===== src/rtl/mld_decode_sequencer.sv =====
// mld_decode_sequencer: buffers a serial received word and sequences the
// 15-bit majority-logic decoder through load, correction, capture and output.
// Ports: clk; reset (synchronous, active-low); flush (synchronous abort).
//   Source side : in_valid, in_bit, in_ready.
//   Decoder side: dec_load, dec_bit (to decoder), dec_vector (from decoder).
//   Sink side   : out_valid, out_ready, out_word.  busy is low only in FILL.
// Optional macro MLD_PREFETCH_EN: accept the next word into the buffer while
// the current one is being decoded or waiting at the output.
module mld_decode_sequencer #(
    parameter int N     = 15,
    parameter int CNT_W = 4
) (
    input  logic         clk,
    input  logic         reset,
    input  logic         flush,
    input  logic         in_valid,
    input  logic         in_bit,
    output logic         in_ready,
    output logic         dec_load,
    output logic         dec_bit,
    input  logic [N-1:0] dec_vector,
    output logic         out_valid,
    input  logic         out_ready,
    output logic [N-1:0] out_word,
    output logic         busy
);

    typedef enum logic [2:0] {
        FILL,
        STREAM,
        DECODE,
        CAPTURE,
        OUT
    } state_t;

    localparam logic [CNT_W-1:0] LAST = CNT_W'(N - 1);

    state_t           state;
    logic [CNT_W-1:0] cnt;
    logic [N-1:0]     data_buf;
    logic [N-1:0]     shifted_in;
    logic             accept;

    assign shifted_in = {data_buf[N-2:0], in_bit};
    assign accept     = in_valid & in_ready;

    assign dec_load  = (state == STREAM);
    assign dec_bit   = (state == STREAM) & data_buf[N-1];
    assign out_valid = (state == OUT);
    assign busy      = (state != FILL);

`ifdef MLD_PREFETCH_EN
    // Bits held in the buffer; reaches N only while waiting to stream.
    logic [CNT_W-1:0] fill_cnt;
    logic             buf_full;
    logic             full_next;

    assign buf_full  = (fill_cnt == CNT_W'(N));
    assign full_next = buf_full | (accept & (fill_cnt == LAST));
    assign in_ready  = (state == FILL) |
                       (((state == DECODE) | (state == CAPTURE) |
                         (state == OUT)) & ~buf_full);
`else
    assign in_ready = (state == FILL);
`endif

    always_ff @(posedge clk) begin
        if (!reset) begin
            state    <= FILL;
            cnt      <= '0;
            data_buf <= '0;
            out_word <= '0;
`ifdef MLD_PREFETCH_EN
            fill_cnt <= '0;
`endif
        end else if (flush) begin
            state    <= FILL;
            cnt      <= '0;
            data_buf <= '0;
`ifdef MLD_PREFETCH_EN
            fill_cnt <= '0;
`endif
        end else begin
            unique case (state)
                FILL: begin
                    if (accept) begin
                        data_buf <= shifted_in;
`ifdef MLD_PREFETCH_EN
                        if (fill_cnt == LAST) begin
                            fill_cnt <= '0;
                            state    <= STREAM;
                        end else begin
                            fill_cnt <= fill_cnt + CNT_W'(1);
                        end
`else
                        if (cnt == LAST) begin
                            cnt   <= '0;
                            state <= STREAM;
                        end else begin
                            cnt <= cnt + CNT_W'(1);
                        end
`endif
                    end
                end
                STREAM: begin
                    // Shifting out leaves the buffer zeroed for the next word.
                    data_buf <= data_buf << 1;
                    if (cnt == LAST) begin
                        cnt   <= '0;
                        state <= DECODE;
                    end else begin
                        cnt <= cnt + CNT_W'(1);
                    end
                end
                DECODE: begin
`ifdef MLD_PREFETCH_EN
                    if (accept) begin
                        data_buf <= shifted_in;
                        fill_cnt <= fill_cnt + CNT_W'(1);
                    end
`endif
                    if (cnt == LAST) begin
                        cnt   <= '0;
                        state <= CAPTURE;
                    end else begin
                        cnt <= cnt + CNT_W'(1);
                    end
                end
                CAPTURE: begin
`ifdef MLD_PREFETCH_EN
                    if (accept) begin
                        data_buf <= shifted_in;
                        fill_cnt <= fill_cnt + CNT_W'(1);
                    end
`endif
                    out_word <= dec_vector;
                    state    <= OUT;
                end
                OUT: begin
`ifdef MLD_PREFETCH_EN
                    if (accept) begin
                        data_buf <= shifted_in;
                        fill_cnt <= fill_cnt + CNT_W'(1);
                    end
                    if (out_ready) begin
                        cnt <= '0;
                        // A complete prefetched word skips FILL entirely.
                        if (full_next) begin
                            fill_cnt <= '0;
                            state    <= STREAM;
                        end else begin
                            state <= FILL;
                        end
                    end
`else
                    if (out_ready) begin
                        cnt   <= '0;
                        state <= FILL;
                    end
`endif
                end
                default: begin
                    state <= FILL;
                    cnt   <= '0;
                end
            endcase
        end
    end

endmodule


===== config.mk =====
export PLATFORM = sky130hd
export DESIGN_NAME = mld_decode_sequencer
export DESIGN_NICKNAME = d
export VERILOG_FILES = /design/src/rtl/mld_decode_sequencer.sv
export SDC_FILE = /design/constraint.sdc
export NUM_CORES = 1
export LEC_CHECK = 0
export ABC_AREA = 1
export BUFFER_PORTS_ARGS = -buffer_cell sky130_fd_sc_hd__buf_2
export CAP_MARGIN = 10
export CORE_MARGIN = 1
export CORE_UTILIZATION = 35
export CTS_CLUSTER_SIZE = 30
export DETAILED_ROUTE_END_ITERATION = 10
export GPL_TIMING_DRIVEN = 1
export MAX_ROUTING_LAYER = met4
export SLEW_MARGIN = 10
export SYNTH_ARGS = -nofsm -noshare
export SYNTH_HDL_FRONTEND = slang
export SYNTH_SLANG_ARGS = --single-unit

===== constraint.sdc =====
create_clock -name clk -period 2.7 [get_ports clk]
set_clock_uncertainty 0.05 [all_clocks]
set_input_delay 0.135 -clock clk [delete_from_list [all_inputs] [get_ports clk]]
set_output_delay 0.135 -clock clk [all_outputs]
set_load 0.1 [all_outputs]

# Word level (Yosys, flattened, before mapping)
# Index checks and enable logic that the tools add are counted.
# classes
div_mod_pow	0
shift	0
mul	0
mux	12
bitwise_logic	5
order_cmp	0
addsub	1
n_eq_ne	10
reduce_logical	9
# ops
cell	n
one-hot mux 15 bit (2 select lines)	1
one-hot mux 4 bit (4 select lines)	1
two-way mux 15 bit	1
two-way mux 3 bit	5
one-hot mux 3 bit (5 select lines)	1
two-way mux 4 bit	3
!= test 2 x 1 -> 1 bit, second input constant	4
equality test 3 x 2 -> 1 bit, second input constant	2
AND reduction 5 bit	1
adder 4 x 1 -> 4 bit, second input constant	1
equality test 4 bit, second input constant	1
AND reduction 2 bit	2
OR reduction 2 bit	2
equality test 3 x 1 -> 1 bit, second input constant	1
equality test 3 bit, second input constant	1
zero test 3 bit	1
inverter 1 bit	3
AND reduction 3 bit	1
nonzero test 3 bit	1
bitwise AND 1 bit	2
!= test 2 bit, second input constant	1
nonzero test 2 bit	1
# word_totals
regBits	37
rom_bits	0
output_inout_bits	20
in_bits	21
ram_bits	0
latchBits	0
n_memories	0

# Logic depth before layout (Yosys ltp)
# depth
depth_word	4
mapped_depth	8

# Worst setup path after synthesis
# Ideal clock, no wire load.
# synth_timing
kind	register to output
startpoint	register state[0]
endpoint	output dec_bit
required_time_ps	2515
stages_incl_launch_ff	5
t_arrival_ps	2843
slack_ps	-328
path_cell_list	dfxtp_1 inv_2 nor3_4 inv_1 nor2_1
# synth_via
elab_chain_len	2
# synth_lines
item	line	text
start, declared	38	state_t state;
start signal, assigned	69	state <= FILL;
start signal, assigned	77	state <= FILL;
start signal, assigned	98	state <= STREAM;
equality test 3 x 1 -> 1 bit	n/a	
via dec_load	19	output logic dec_load,
bitwise AND 1 bit	48	assign dec_bit = (state == STREAM) & data_buf[N-1];
end, declared	20	output logic dec_bit,
# The timed path passes the listed nets, and every way through them passes these cells.

# Worst setup path after layout
# layout_timing
startpoint	register state[0]
endpoint	output dec_bit
# layout_via
elab_chain_len	2
# layout_lines
item	line
equality test 3 x 1 -> 1 bit	48
bitwise AND 1 bit	48
# No other way between the ends.

==> impl_metrics.env <==
export IMPL_layout_min_cycle_time_ps=1920
export IMPL_pre_cts_slack_ps=1090
export IMPL_clockRootBuffer="clkbuf_8"
export IMPL_cp_data_required_time_ps=2520
export IMPL_postCtsSetupRepairBufs=0
export IMPL_cts_clk_slew_worst_paths_ps=70
export IMPL_cts_buffer_depth=2
export IMPL_cts_made_buffers=5
export IMPL_synth_top_family_by_area="simple AND/OR/NAND/NOR gates"
export IMPL_worstPathArrival_ps=1740
export IMPL_power_density_mw_per_mm2=531
export IMPL_die_x_um=68.1
export IMPL_drcViolationCount=0
export IMPL_syn_nets=222
export IMPL_synth_distinct_cells=27
export IMPL_hold_depth=3
export IMPL_hold_slack_ps=19.9
export IMPL_area_delta_synth_final_pct=20.6
export IMPL_ir_worst_vdd_mv=0.298
export IMPL_setup_tns_final_ps=0
export IMPL_final_antenna_net_count=0
export IMPL_avgSynthCellArea_um2=7.68
export IMPL_cts_tree="built"
export IMPL_cts_hold_buf=0
export IMPL_worst_setup_path_start_kind="flop"
export IMPL_utilization_pct=45.1
export IMPL_yosysTopAreaCellShare_pct=48.5
export IMPL_drive_gt1_share_pct=26.0
export IMPL_grt_pass1_vias=1082
export IMPL_dp_cells=284
export IMPL_boundaryPins=41
export IMPL_setup_ws_ps=775
export IMPL_yosysSeqAreaShare_pct=48.5
export IMPL_status="completed"
export IMPL_grt_pass1_wl_mm=4.64
export IMPL_rsz0062_at_grt="false"
export IMPL_synth_seq_cells=37
export IMPL_hp_class="in -> reg"
export IMPL_fin_area_mm2=0.00184
export IMPL_criticalPathCategory="reg -> out"
export IMPL_synth_mux_area_fraction_pct=0
export IMPL_fin_cells=292
export IMPL_period_share_pct=71.3
export IMPL_end_kind="output pin"
export IMPL_gp_congestion=0.750
export IMPL_dpl_hpwl_mm=2.09
export IMPL_report_final_slew_viol_count=0
export IMPL_diodes=0
export IMPL_maxCapViolations=0
export IMPL_syn_cell_area_mm2=0.00153
export IMPL_start_util_pct=37.4
export IMPL_syn_inst=199
export IMPL_fill_cells=439
export IMPL_fp_dieH_um=68.1
export IMPL_cts_max_level=2
export IMPL_drt_wirelength_per_cell_um=10.1
export IMPL_leakage_nw=0.905
export IMPL_cts_resized=0
export IMPL_synth_xor_area_share_pct=1.15
export IMPL_crit_fanout=6
export IMPL_firstDrtPassIters=4
export IMPL_antenna_found_initial=0
export IMPL_rrSetupSlack_ps=1150
export IMPL_power_uw=979
export IMPL_port_buffers=40
export IMPL_synthSimpleGateAreaFrac_pct=28.7
export IMPL_rows=23
export IMPL_synth_fa_ha_area_share_pct=1.64
export IMPL_rr_worst_depth=5
export IMPL_relSlewSlack_pct=67.3
export IMPL_synth_compound_area_share_pct=12.4
export IMPL_grt_overflow_total=0
export IMPL_first_iter_violations=29
export IMPL_post_dp_cell_area_mm2=0.00176
export IMPL_finalSetupViolations=0
export IMPL_yosysWarnings=0
export IMPL_hold_viol=0
export IMPL_die_area_mm2=0.00463
export IMPL_clk_latency_ps=290
export IMPL_drt_wl_total_mm=2.95
export IMPL_final_nets=264
export IMPL_vias=1331
export IMPL_fmaxAchievable_mhz=520
export IMPL_tightest_slew_ps=494
export IMPL_grt_max_degree=19
export IMPL_core_area_mm2=0.00409
export IMPL_grt_use_total_pct=14.4
export IMPL_synth_largest_area_cell="dfxtp_1"
export IMPL_post_drt_via_cell_ratio=4.56
export IMPL_synth_area_top_cells="dfxtp_1 (48%), nor2_1 (16%), o21ai_0 (6.6%)"
export IMPL_clkSinkCount=37
report_power, final:
group / switching, mW / internal, mW / total (mW) / leakage [nW]
clock network: 0.185 / 0.179 / 0.364 / 0.0450
registers: 0.00445 / 0.554 / 0.559 / 0.300
logic: 0.0333 / 0.0234 / 0.0567 / 0.560
worst max-delay path, stage by stage (launching register included):
cell and delay [ps]:
dfxtp_1 470, inv_2 90, nor3_4 250, inv_1 130, nor2_2 90, buf_2 420
Yosys cell counts:
cell type	n
nand2_4	1
clkbuf_1	1
nand2_1	13
nor2_8	1
nor2_2	1
nor3_1	1
inv_6	1
nand3_1	8
dfxtp_1	37
a21oi_2	1
xor2_1	1
ha_1	2
buf_6	1
clkbuf_2	1
nand3_2	1
nand2_2	1
o21ai_1	10
o21ai_0	20
nor2_4	2
xnor2_1	1
nor3_4	1
a21oi_1	6
buf_2	2
inv_1	14
inv_2	3
buf_8	1
nor2_1	67
registers in the layout (all words and copies together) (netlist names):
register / flops
cnt: 4
out_word: 15
state: 3
data_buf: 15
layout by cell type, fill, tap and decap left out, types with 2 or more instances in the layout:
cell      synthesis  final
nor2_1           67     66
buf_2             2     40
dfxtp_1          37     37
o21ai_0          20     20
inv_1            14     14
nand2_1          13     13
o21ai_1          10     10
nand3_1           8      8
a21oi_1           6      6
clkbuf_8          0      5
inv_2             3      3
nor2_2            1      2
nor2_4            2      2
ha_1              2      2
clkinv_2          0      2
layer usage:
layer	vias up	track usage, %	part of all wire, %
met1	579	17.6	48
met2	33	20.2	45
met3	5	6.00	5.4
met4	0	7.03	1.1
li1	714	-	-
met5	-	-	0
cell type report:
cell class	count	area (um2)	share of cell area, %
flip-flops and latches	37	741	40.2
multi-input cells	138	677	36.7
repair buffers	41	208	11.3
clock buffers	6	72.6	3.94
inverters	18	72.6	3.94
well taps	50	62.6	3.39
clock inverters	2	10.0	0.543
logic make-up (layout without fill, tap and decap cells):
| kind of cell | after synthesis | after routing |
|---|---|---|
| flops | 37 | 37 |
| compound gates | 37 | 37 |
| simple gates | 97 | 97 |
| xor+xnor | 2 | 2 |
| buf+inv | 24 | 67 |
| fa+ha+maj | 2 | 2 |
worst paths after layout:
check / start / to
min reg2reg: data_buf[0] / data_buf[0]
max reg2reg: state[1] / out_word[11]
max: state[0] / dec_bit
min: dec_vector[5] / out_word[5]
No activity file was read; power rests on OpenSTA's default activity.
